$ cat src/rtl/div_ctrl.sv
`default_nettype none
// ============================================================================
// Module   : div_ctrl
// Desc     : Sequencing controller for the iterative 64-bit radix-2 divider.
//            Resolves divide-by-zero and signed overflow locally, launches and
//            tracks the divider otherwise, and returns one result per request.
//            Optional result-reuse cache is enabled by DIV_CTRL_REUSE_EN.
// Revision : 1.0
// ============================================================================
module div_ctrl (
    input  logic        clk,
    input  logic        rst,
    input  logic        flush,
    input  logic        req_valid,
    output logic        req_ready,
    input  logic [1:0]  req_op,
    input  logic        req_w,
    input  logic [63:0] req_a,
    input  logic [63:0] req_b,
    output logic        resp_valid,
    input  logic        resp_ready,
    output logic [63:0] resp_data,
    output logic        div_valid,
    output logic        div_sign,
    output logic        div_w,
    output logic [63:0] div_dividend,
    output logic [63:0] div_divisor,
    input  logic [63:0] div_quotient,
    input  logic [63:0] div_remainder,
    input  logic        div_out_valid,
    output logic        busy
);

    typedef enum logic [2:0] {
        S_IDLE  = 3'd0,
        S_ISSUE = 3'd1,
        S_WAIT  = 3'd2,
        S_RESP  = 3'd3,
        S_DRAIN = 3'd4
    } state_t;

    localparam logic [63:0] C_MIN64 = 64'h8000_0000_0000_0000;
    localparam logic [63:0] C_ONES  = {64{1'b1}};

    state_t      r_state;
    state_t      w_state_nxt;

    logic        r_rem;
    logic        r_div_sign;
    logic        r_div_w;
    logic [63:0] r_div_dividend;
    logic [63:0] r_div_divisor;
    logic [63:0] r_result;

    logic        w_accept;
    logic        w_signed;
    logic [63:0] w_a_eff;
    logic        w_b_zero;
    logic        w_ovf;
    logic        w_special;
    logic [63:0] w_spec_val;
    logic        w_hit;
    logic [63:0] w_hit_val;
    logic        w_fast;
    logic [63:0] w_fast_val;
    logic        w_div_done;

    function automatic logic [63:0] sext_w(input logic w, input logic [63:0] x);
        return w ? {{32{x[31]}}, x[31:0]} : x;
    endfunction

    // Classification works on the effective operands: W forms look only at
    // the low word, extended according to signedness.
    assign w_signed   = ~req_op[0];
    assign w_a_eff    = req_w ? {{32{w_signed & req_a[31]}}, req_a[31:0]} : req_a;
    assign w_b_zero   = req_w ? (req_b[31:0] == 32'd0) : (req_b == 64'd0);
    assign w_ovf      = w_signed &
                        (req_w ? ((req_a[31:0] == 32'h8000_0000) && (req_b[31:0] == 32'hFFFF_FFFF))
                               : ((req_a == C_MIN64) && (req_b == C_ONES)));
    assign w_special  = w_b_zero | w_ovf;
    assign w_spec_val = w_b_zero ? (req_op[1] ? w_a_eff : C_ONES)
                                 : (req_op[1] ? 64'd0 : w_a_eff);

    assign w_fast     = w_special | w_hit;
    assign w_fast_val = w_special ? w_spec_val : w_hit_val;

    assign w_accept   = (r_state == S_IDLE) && req_valid && !flush;
    assign w_div_done = (r_state == S_WAIT) && div_out_valid && !flush;

`ifdef DIV_CTRL_REUSE_EN
    logic        r_c_vld;
    logic        r_c_uns;
    logic        r_c_w;
    logic [63:0] r_c_a;
    logic [63:0] r_c_b;
    logic [63:0] r_c_q;
    logic [63:0] r_c_r;

    always_ff @(posedge clk) begin
        if (rst) begin
            r_c_vld <= 1'b0;
            r_c_uns <= 1'b0;
            r_c_w   <= 1'b0;
            r_c_a   <= 64'd0;
            r_c_b   <= 64'd0;
            r_c_q   <= 64'd0;
            r_c_r   <= 64'd0;
        end else if (flush && ((r_state == S_ISSUE) || (r_state == S_WAIT) || (r_state == S_DRAIN))) begin
            r_c_vld <= 1'b0;
        end else if (w_div_done) begin
            r_c_vld <= 1'b1;
            r_c_uns <= ~r_div_sign;
            r_c_w   <= r_div_w;
            r_c_a   <= r_div_dividend;
            r_c_b   <= r_div_divisor;
            r_c_q   <= div_quotient;
            r_c_r   <= div_remainder;
        end
    end

    assign w_hit     = r_c_vld && (req_a == r_c_a) && (req_b == r_c_b) &&
                       (req_op[0] == r_c_uns) && (req_w == r_c_w);
    assign w_hit_val = req_op[1] ? r_c_r : r_c_q;
`else
    assign w_hit     = 1'b0;
    assign w_hit_val = 64'd0;
`endif

    always_ff @(posedge clk) begin
        if (rst) begin
            r_state <= S_IDLE;
        end else begin
            r_state <= w_state_nxt;
        end
    end

    always_comb begin
        w_state_nxt = r_state;
        req_ready   = 1'b0;
        resp_valid  = 1'b0;
        div_valid   = 1'b0;
        case (r_state)
            S_IDLE: begin
                req_ready = ~flush;
                if (w_accept) begin
                    w_state_nxt = w_fast ? S_RESP : S_ISSUE;
                end
            end
            S_ISSUE: begin
                // The launch is not suppressed by flush so DRAIN always has a
                // completion pulse to wait for.
                div_valid   = 1'b1;
                w_state_nxt = flush ? S_DRAIN : S_WAIT;
            end
            S_WAIT: begin
                if (flush) begin
                    w_state_nxt = div_out_valid ? S_IDLE : S_DRAIN;
                end else if (div_out_valid) begin
                    w_state_nxt = S_RESP;
                end
            end
            S_RESP: begin
                resp_valid = 1'b1;
                if (flush || resp_ready) begin
                    w_state_nxt = S_IDLE;
                end
            end
            S_DRAIN: begin
                if (div_out_valid) begin
                    w_state_nxt = S_IDLE;
                end
            end
            default: begin
                w_state_nxt = S_IDLE;
            end
        endcase
    end

    always_ff @(posedge clk) begin
        if (rst) begin
            r_rem          <= 1'b0;
            r_div_sign     <= 1'b0;
            r_div_w        <= 1'b0;
            r_div_dividend <= 64'd0;
            r_div_divisor  <= 64'd0;
            r_result       <= 64'd0;
        end else begin
            if (w_accept) begin
                r_rem          <= req_op[1];
                r_div_sign     <= ~req_op[0];
                r_div_w        <= req_w;
                r_div_dividend <= req_a;
                r_div_divisor  <= req_b;
                if (w_fast) begin
                    r_result <= sext_w(req_w, w_fast_val);
                end
            end
            if (w_div_done) begin
                r_result <= sext_w(r_div_w, r_rem ? div_remainder : div_quotient);
            end
        end
    end

    assign resp_data    = r_result;
    assign div_sign     = r_div_sign;
    assign div_w        = r_div_w;
    assign div_dividend = r_div_dividend;
    assign div_divisor  = r_div_divisor;
    assign busy         = (r_state != S_IDLE);

endmodule
`default_nettype wire

$ cat config.mk
export PLATFORM = sky130hd
export DESIGN_NAME = div_ctrl
export DESIGN_NICKNAME = d
export VERILOG_FILES = /design/src/rtl/div_ctrl.sv
export SDC_FILE = /design/constraint.sdc
export NUM_CORES = 1
export LEC_CHECK = 0
export CAP_MARGIN = 15
export CORE_ASPECT_RATIO = 1.5
export CORE_MARGIN = 3
export CORE_UTILIZATION = 30
export DETAILED_ROUTE_END_ITERATION = 7
export PLACE_DENSITY = 0.68
export SLEW_MARGIN = 20
export SYNTH_ARGS = -nofsm -noshare
export SYNTH_HDL_FRONTEND = slang
export SYNTH_SLANG_ARGS = --single-unit
$ cat constraint.sdc
create_clock -name clk -period 7.6 [get_ports clk]
set_input_delay 0.76 -clock clk [delete_from_list [all_inputs] [get_ports clk]]
set_output_delay 0.76 -clock clk [all_outputs]
set_load 0.01 [all_outputs]
* After elaboration in Yosys (flattened, before gate mapping) *
Index checks and enable logic that the tools add are counted.

operators by class
  equality and inequality tests = 12
  muxes and demuxes = 24
  bitwise operators = 5
  reduce and logical (&&, ||, !) cells = 16

operator list
  operator                                                         count
  64-bit two-way mux                                               10
  64-bit == test, second input constant                            2
  32-bit == test, second input constant                            2
  64-bit zero test                                                 1
  32-bit zero test                                                 1
  3-bit two-way mux                                                7
  3-bit one-hot mux with 5 select lines                            1
  3-bit by 2-bit == test with 1-bit output, second input constant  2
  1-bit logical AND                                                6
  2-bit != test, second input constant                             3
  1-bit two-way mux                                                5
  4-bit AND reduction                                              1
  2-bit nonzero test                                               2
  3-bit by 1-bit == test with 1-bit output, second input constant  1
  3-bit == test, second input constant                             1
  3-bit zero test                                                  1
  3-bit != test, second input constant                             1
  3-bit nonzero test                                               1
  1-bit AND                                                        2
  2-bit two-way mux                                                1
  1-bit NOT                                                        2
  2-bit AND reduction                                              1
  1-bit zero test                                                  1
  1-bit logical OR                                                 1
  1-bit bitwise OR                                                 1

word-level totals
  register bits after elaboration = 198
  bits of input ports = 265
  output and inout port bits = 198
  word-level logic and storage cells = 64

* Depth between registers and ports, before layout *
  depth after elaboration = 9
  mapped depth = 10
  depth with buffers taken out = 7

* Least setup slack after synthesis *
Ideal clock, no wire load.

  kind = in2reg
  from = input port req_a[1]
  to = register r_result[57] (netlist: resp_data[57])
  library setup time = 88 ps
  data arrival time = 2,905 ps
  data required time = 7,512 ps
  path slack = 4,607 ps
  stages on the path = 9
  buffers on the path = 2
  cells stage by stage = or4_1 or4_1 nor4_2 a32oi_1 a21oi_2 buf_4 buf_6 nor3_1 a311oi_2

on the way
  cells in the longest elaborated chain, start to end = 7
  elaborated cells between the ends (all ways) = 9

RTL lines
  item                                              RTL line  text
  start: declaration                                18        input logic [63:0] req_a,
  64-bit == test or 32-bit == test (tied branches)  79, 78
  1-bit logical AND (on tied branches)              79, 78
  1-bit two-way mux (*)                             78        (req_w ? ((req_a[31:0] == 32'h8000_0000) && (req_b[31:0] == 32'hFFFF_FFFF))
  1-bit AND (*)                                     77        assign w_ovf = w_signed &
  1-bit bitwise OR (*)                              80        assign w_special = w_b_zero | w_ovf;
  2-bit nonzero test (no line) (*)                  n/a
  2-bit AND reduction (no line) (*)                 n/a
  end signal: assignment                            195       r_result <= sext_w(req_w, w_fast_val);
  end signal: assignment                            199       r_result <= sext_w(r_div_w, r_rem ? div_remainder : div_quotient);
  end: declaration                                  53        logic [63:0] r_result;

Every way passes the cells marked *; elsewhere a longest branch is shown, timed or not.
A chain may end at the register's enable or synchronous reset.

* Worst setup path in the final report *
  from = input port req_a[20]
  to = register r_result[13] (netlist: resp_data[13])

Same word-level chain as after synthesis.

==> flow_summary.json <==
{
  "number_of_i_o_port_buffers": 462,
  "cts_max_level": 4,
  "iteration_0_drc_markers": 675,
  "synth_top_cells_by_area": "sky130_fd_sc_hd__dfxtp_1, sky130_fd_sc_hd__nand2_1, sky130_fd_sc_hd__a21oi_1, sky130_fd_sc_hd__mux2_2, sky130_fd_sc_hd__o21ai_0",
  "critPathSlowestCell": "sky130_fd_sc_hd__nor4_1",
  "synth-edff-count": 0,
  "multiplexer_fraction_of_the_synthesized_cell_area": 0.0748,
  "timing.critical_path.mode_cell": "sky130_fd_sc_hd__or4_1",
  "cts_repair_resize_count": 0,
  "startpoint_type_of_the_worst_setup_path": "input pin",
  "floorplan.io_pins": 463,
  "synth_top_family_by_area": "simple AND/OR/NAND/NOR gates",
  "post-dp-hpwl_mm": 32.3,
  "share_of_synthesized_area_occupied_by_flip_flops_and_latches": 0.412,
  "globalRouteTotalUtil": 0.241,
  "fillerInstances": 3051,
  "count_of_unresolved_drc_violations_after_routing": 0,
  "post_synth.cell_area_avg_um2": 7.66,
  "cts_buffers": 17,
  "power.total_mw": 2.55,
  "clk_transition_reported_paths_ns": 0.08,
  "cts_tree": "yes",
  "grt_pass1_wl_mm": 65.0,
  "die_w_um": 152,
  "floorplan.die.height_um": 225,
  "irDropWorstVdd_v": 0.000152,
  "worst-endpoint-arrival_ns": 4.38,
  "place.gp.congestion": 0.865,
  "grt_setup_unrepaired": "no",
  "timing.reg2reg.setup_slack_ns": 4.48,
  "dp.cells": 2026,
  "dr.pass1.iters": 6,
  "globalRouteOverflowTotal": 0,
  "asyncSetResetFlopFracSynth": 0,
  "dieArea_um2": 34300,
  "finish.net_count": 1905,
  "synth_simple_gate_area_share": 0.232,
  "synth_xor_xnor_area_share": 0,
  "netlist-cell-type-count": 48,
  "finalClockSkew_ns": 0.00795,
  "finish.utilization": 0.480,
  "cp-end-kind": "register",
  "max_slew.worst_pin.slew_ns": 1.09,
  "vias": 11000,
  "antenna_left": 0,
  "yosysTopAreaCell": "sky130_fd_sc_hd__dfxtp_1",
  "mostFrequentLayoutCells": "sky130_fd_sc_hd__clkdlybuf4s50_1, sky130_fd_sc_hd__nand2_1, sky130_fd_sc_hd__dfxtp_1, sky130_fd_sc_hd__a21oi_1, sky130_fd_sc_hd__o21ai_0",
  "cap_viol_max_count": 0,
  "vias_in_the_first_global_route": 10800,
  "rows": 79,
  "timing_hold_violations_final": 0,
  "post_synth_inst_count": 1255,
  "power_density_nw_per_um2": 169,
  "coreArea_um2": 31300,
  "critPathRequiredTime_ns": 7.90,
  "fmax_ghz": 0.245,
  "min-delay-path-class": "reg2reg",
  "clkSinkCount": 198,
  "crit_path_max_incr_delay_ns": 0.69,
  "r2r-end": "resp_data[13]$_SDFFE_PP0P_",
  "run_status": "finished, final reports clean",
  "cts_max_path_buffers": 2,
  "combined_area_of_all_synthesized_cells_um2": 9620,
  "drv_slew": 0,
  "cts_hold_buf": 0,
  "routed_wl_mm": 43.4,
  "setup_violations": 0,
  "reg2reg_depth": 8,
  "most_instantiated_flip_flop_cell_in_the_synthesis_netlist": "sky130_fd_sc_hd__dfxtp_1",
  "synthAdderAreaFrac": 0,
  "detail_route.vias_per_cell": 5.33,
  "layoutNonFillerInstCount": 2061,
  "finalCriticalPeriod_ns": 4.09,
  "final_layout_size_suffix_gt1_frac": 0.0792,
  "floorplan.initialDensity": 0.307,
  "wl_per_cell_um": 21.0,
  "total_leakage_power_nw": 4.98,
  "min_delay_path_depth": 2,
  "grt_max_degree": 110,
  "ys_seq_elements": 198,
  "layout.cells.most_common": "sky130_fd_sc_hd__clkdlybuf4s50_1",
  "worstSetupEndpoint": "resp_data[13]$_SDFFE_PP0P_",
  "clk-insertion-delay-late_ns": 0.46,
  "synth_top_area_frac": 0.412,
  "mappedNetlistNets": 1520,
  "cts.root.buffer_cell": "sky130_fd_sc_hd__clkbuf_16",
  "post-route-period-util": 0.538,
  "synth_compound_area_frac": 0.220,
  "timing.setup.critical_path_class": "in2reg",
  "worst-path-max-fanout": 62,
  "area.growth.synth_to_final_pct": 56.2,
  "ys_warn_count": 0,
  "timing.setup.tns_ns": 0,
  "antenna_found_initial": 3,
  "worst_path_cell_trace": "clkdlybuf4s50_1 -> or4_1 -> or4_1 -> nor4_1 -> nand2_1 -> o211ai_1 -> nand2b_2 -> buf_4 -> a211oi_1",
  "maxSlewHeadroom": 0.275,
  "setup.worst_path.start": "req_a[20]",
  "post_cts.repair.setup_buffers": 0,
  "rr_startpoint": "r_state[0]$_SDFFE_PP0P_"
}
## how the worst min path moves through the flow
stage | from | endpoint | slack [ns]
global placement | div_divisor[45]$_SDFFE_PP0P_ | div_divisor[45]$_SDFFE_PP0P_ | 0.44
global route | div_divisor[55]$_SDFFE_PP0P_ | div_divisor[55]$_SDFFE_PP0P_ | 0.47
floorplan | div_dividend[0]$_SDFFE_PP0P_ | div_dividend[0]$_SDFFE_PP0P_ | 0.48
detailed placement | div_divisor[21]$_SDFFE_PP0P_ | div_divisor[21]$_SDFFE_PP0P_ | 0.45
finish | div_divisor[39]$_SDFFE_PP0P_ | div_divisor[39]$_SDFFE_PP0P_ | 0.45
CTS | div_divisor[21]$_SDFFE_PP0P_ | div_divisor[21]$_SDFFE_PP0P_ | 0.46
## cell usage after synthesis, types with 2 or more instances
| master | count |
|---|---|
| sky130_fd_sc_hd__nand4_1 | 35 |
| sky130_fd_sc_hd__or4_1 | 11 |
| sky130_fd_sc_hd__nand2_1 | 268 |
| sky130_fd_sc_hd__nand3_1 | 4 |
| sky130_fd_sc_hd__or4b_2 | 2 |
| sky130_fd_sc_hd__buf_2 | 8 |
| sky130_fd_sc_hd__and4_1 | 2 |
| sky130_fd_sc_hd__mux2_2 | 63 |
| sky130_fd_sc_hd__nor4b_1 | 2 |
| sky130_fd_sc_hd__o21ai_0 | 123 |
| sky130_fd_sc_hd__nor3b_1 | 2 |
| sky130_fd_sc_hd__inv_1 | 34 |
| sky130_fd_sc_hd__buf_6 | 4 |
| sky130_fd_sc_hd__o31ai_1 | 9 |
| sky130_fd_sc_hd__a31oi_1 | 2 |
| sky130_fd_sc_hd__nor3_1 | 67 |
| sky130_fd_sc_hd__a311oi_1 | 25 |
| sky130_fd_sc_hd__nor4_1 | 41 |
| sky130_fd_sc_hd__a21oi_1 | 159 |
| sky130_fd_sc_hd__nor2_1 | 37 |
| sky130_fd_sc_hd__clkbuf_1 | 95 |
| sky130_fd_sc_hd__a211oi_1 | 32 |
| sky130_fd_sc_hd__a311oi_2 | 6 |
| sky130_fd_sc_hd__o21ai_1 | 2 |
| sky130_fd_sc_hd__buf_4 | 2 |
| sky130_fd_sc_hd__dfxtp_1 | 198 |
## final cells by class
type	instances	area (µm²)	share of cell area
multi-input combinational	913	5130	0.342
timing repair buffer	475	4720	0.314
sequential	198	3970	0.264
tap	405	507	0.0337
clock buffer	17	425	0.0283
clock inverter	15	134	0.00891
inverter	35	131	0.00874
antenna	3	7.51	0.000500
## state kept, by name (all words and copies together) (netlist names)
signal,cells
div_sign,1
resp_data,64
div_dividend,64
div_w,1
r_rem,1
r_state,3
div_divisor,64
## report_power, final
part	switching (mW)	internal, mW
logic	0.260	0.273
clock network	0.468	0.435
registers	0.0263	1.08
total	0.755	1.79
## cell families (layout without fill, tap and decap cells)
family	after synthesis	in the layout
AND/OR/NAND/NOR	483	483
other	0	3
AO/OA/AOI/OAI	366	366
flip-flops	198	198
multiplexers	64	64
buffers and inverters	144	542
## critical path: cells and delay by family
| kind | cells | cell delay (ns) |
|---|---|---|
| buffers and inverters | 2 | 1.11 |
| and+or+nand+nor | 5 | 2.04 |
| AOI/OAI and AO/OA | 2 | 0.41 |
## stage by stage
step	worst slack, ns	instance area [µm²]	hold WS [ns]
after global routing	3.15	15000	0.471
after global placement	2.91	14400	0.441
after floorplan	4.61	9620	0.481
final	3.51	15000	0.455
after CTS	3.35	15000	0.457
after detailed placement	2.87	14400	0.446
## per-layer routing
metal | global-route usage | vias to the layer above | part of all wire
met5 | 0 | - | 0
met4 | 0.0981 | 0 | 0.037
met3 | 0.0538 | 85 | 0.064
met2 | 0.389 | 478 | 0.47
met1 | 0.313 | 5160 | 0.43
li1 | - | 5262 | -
(Power assumes the default switching activity.)
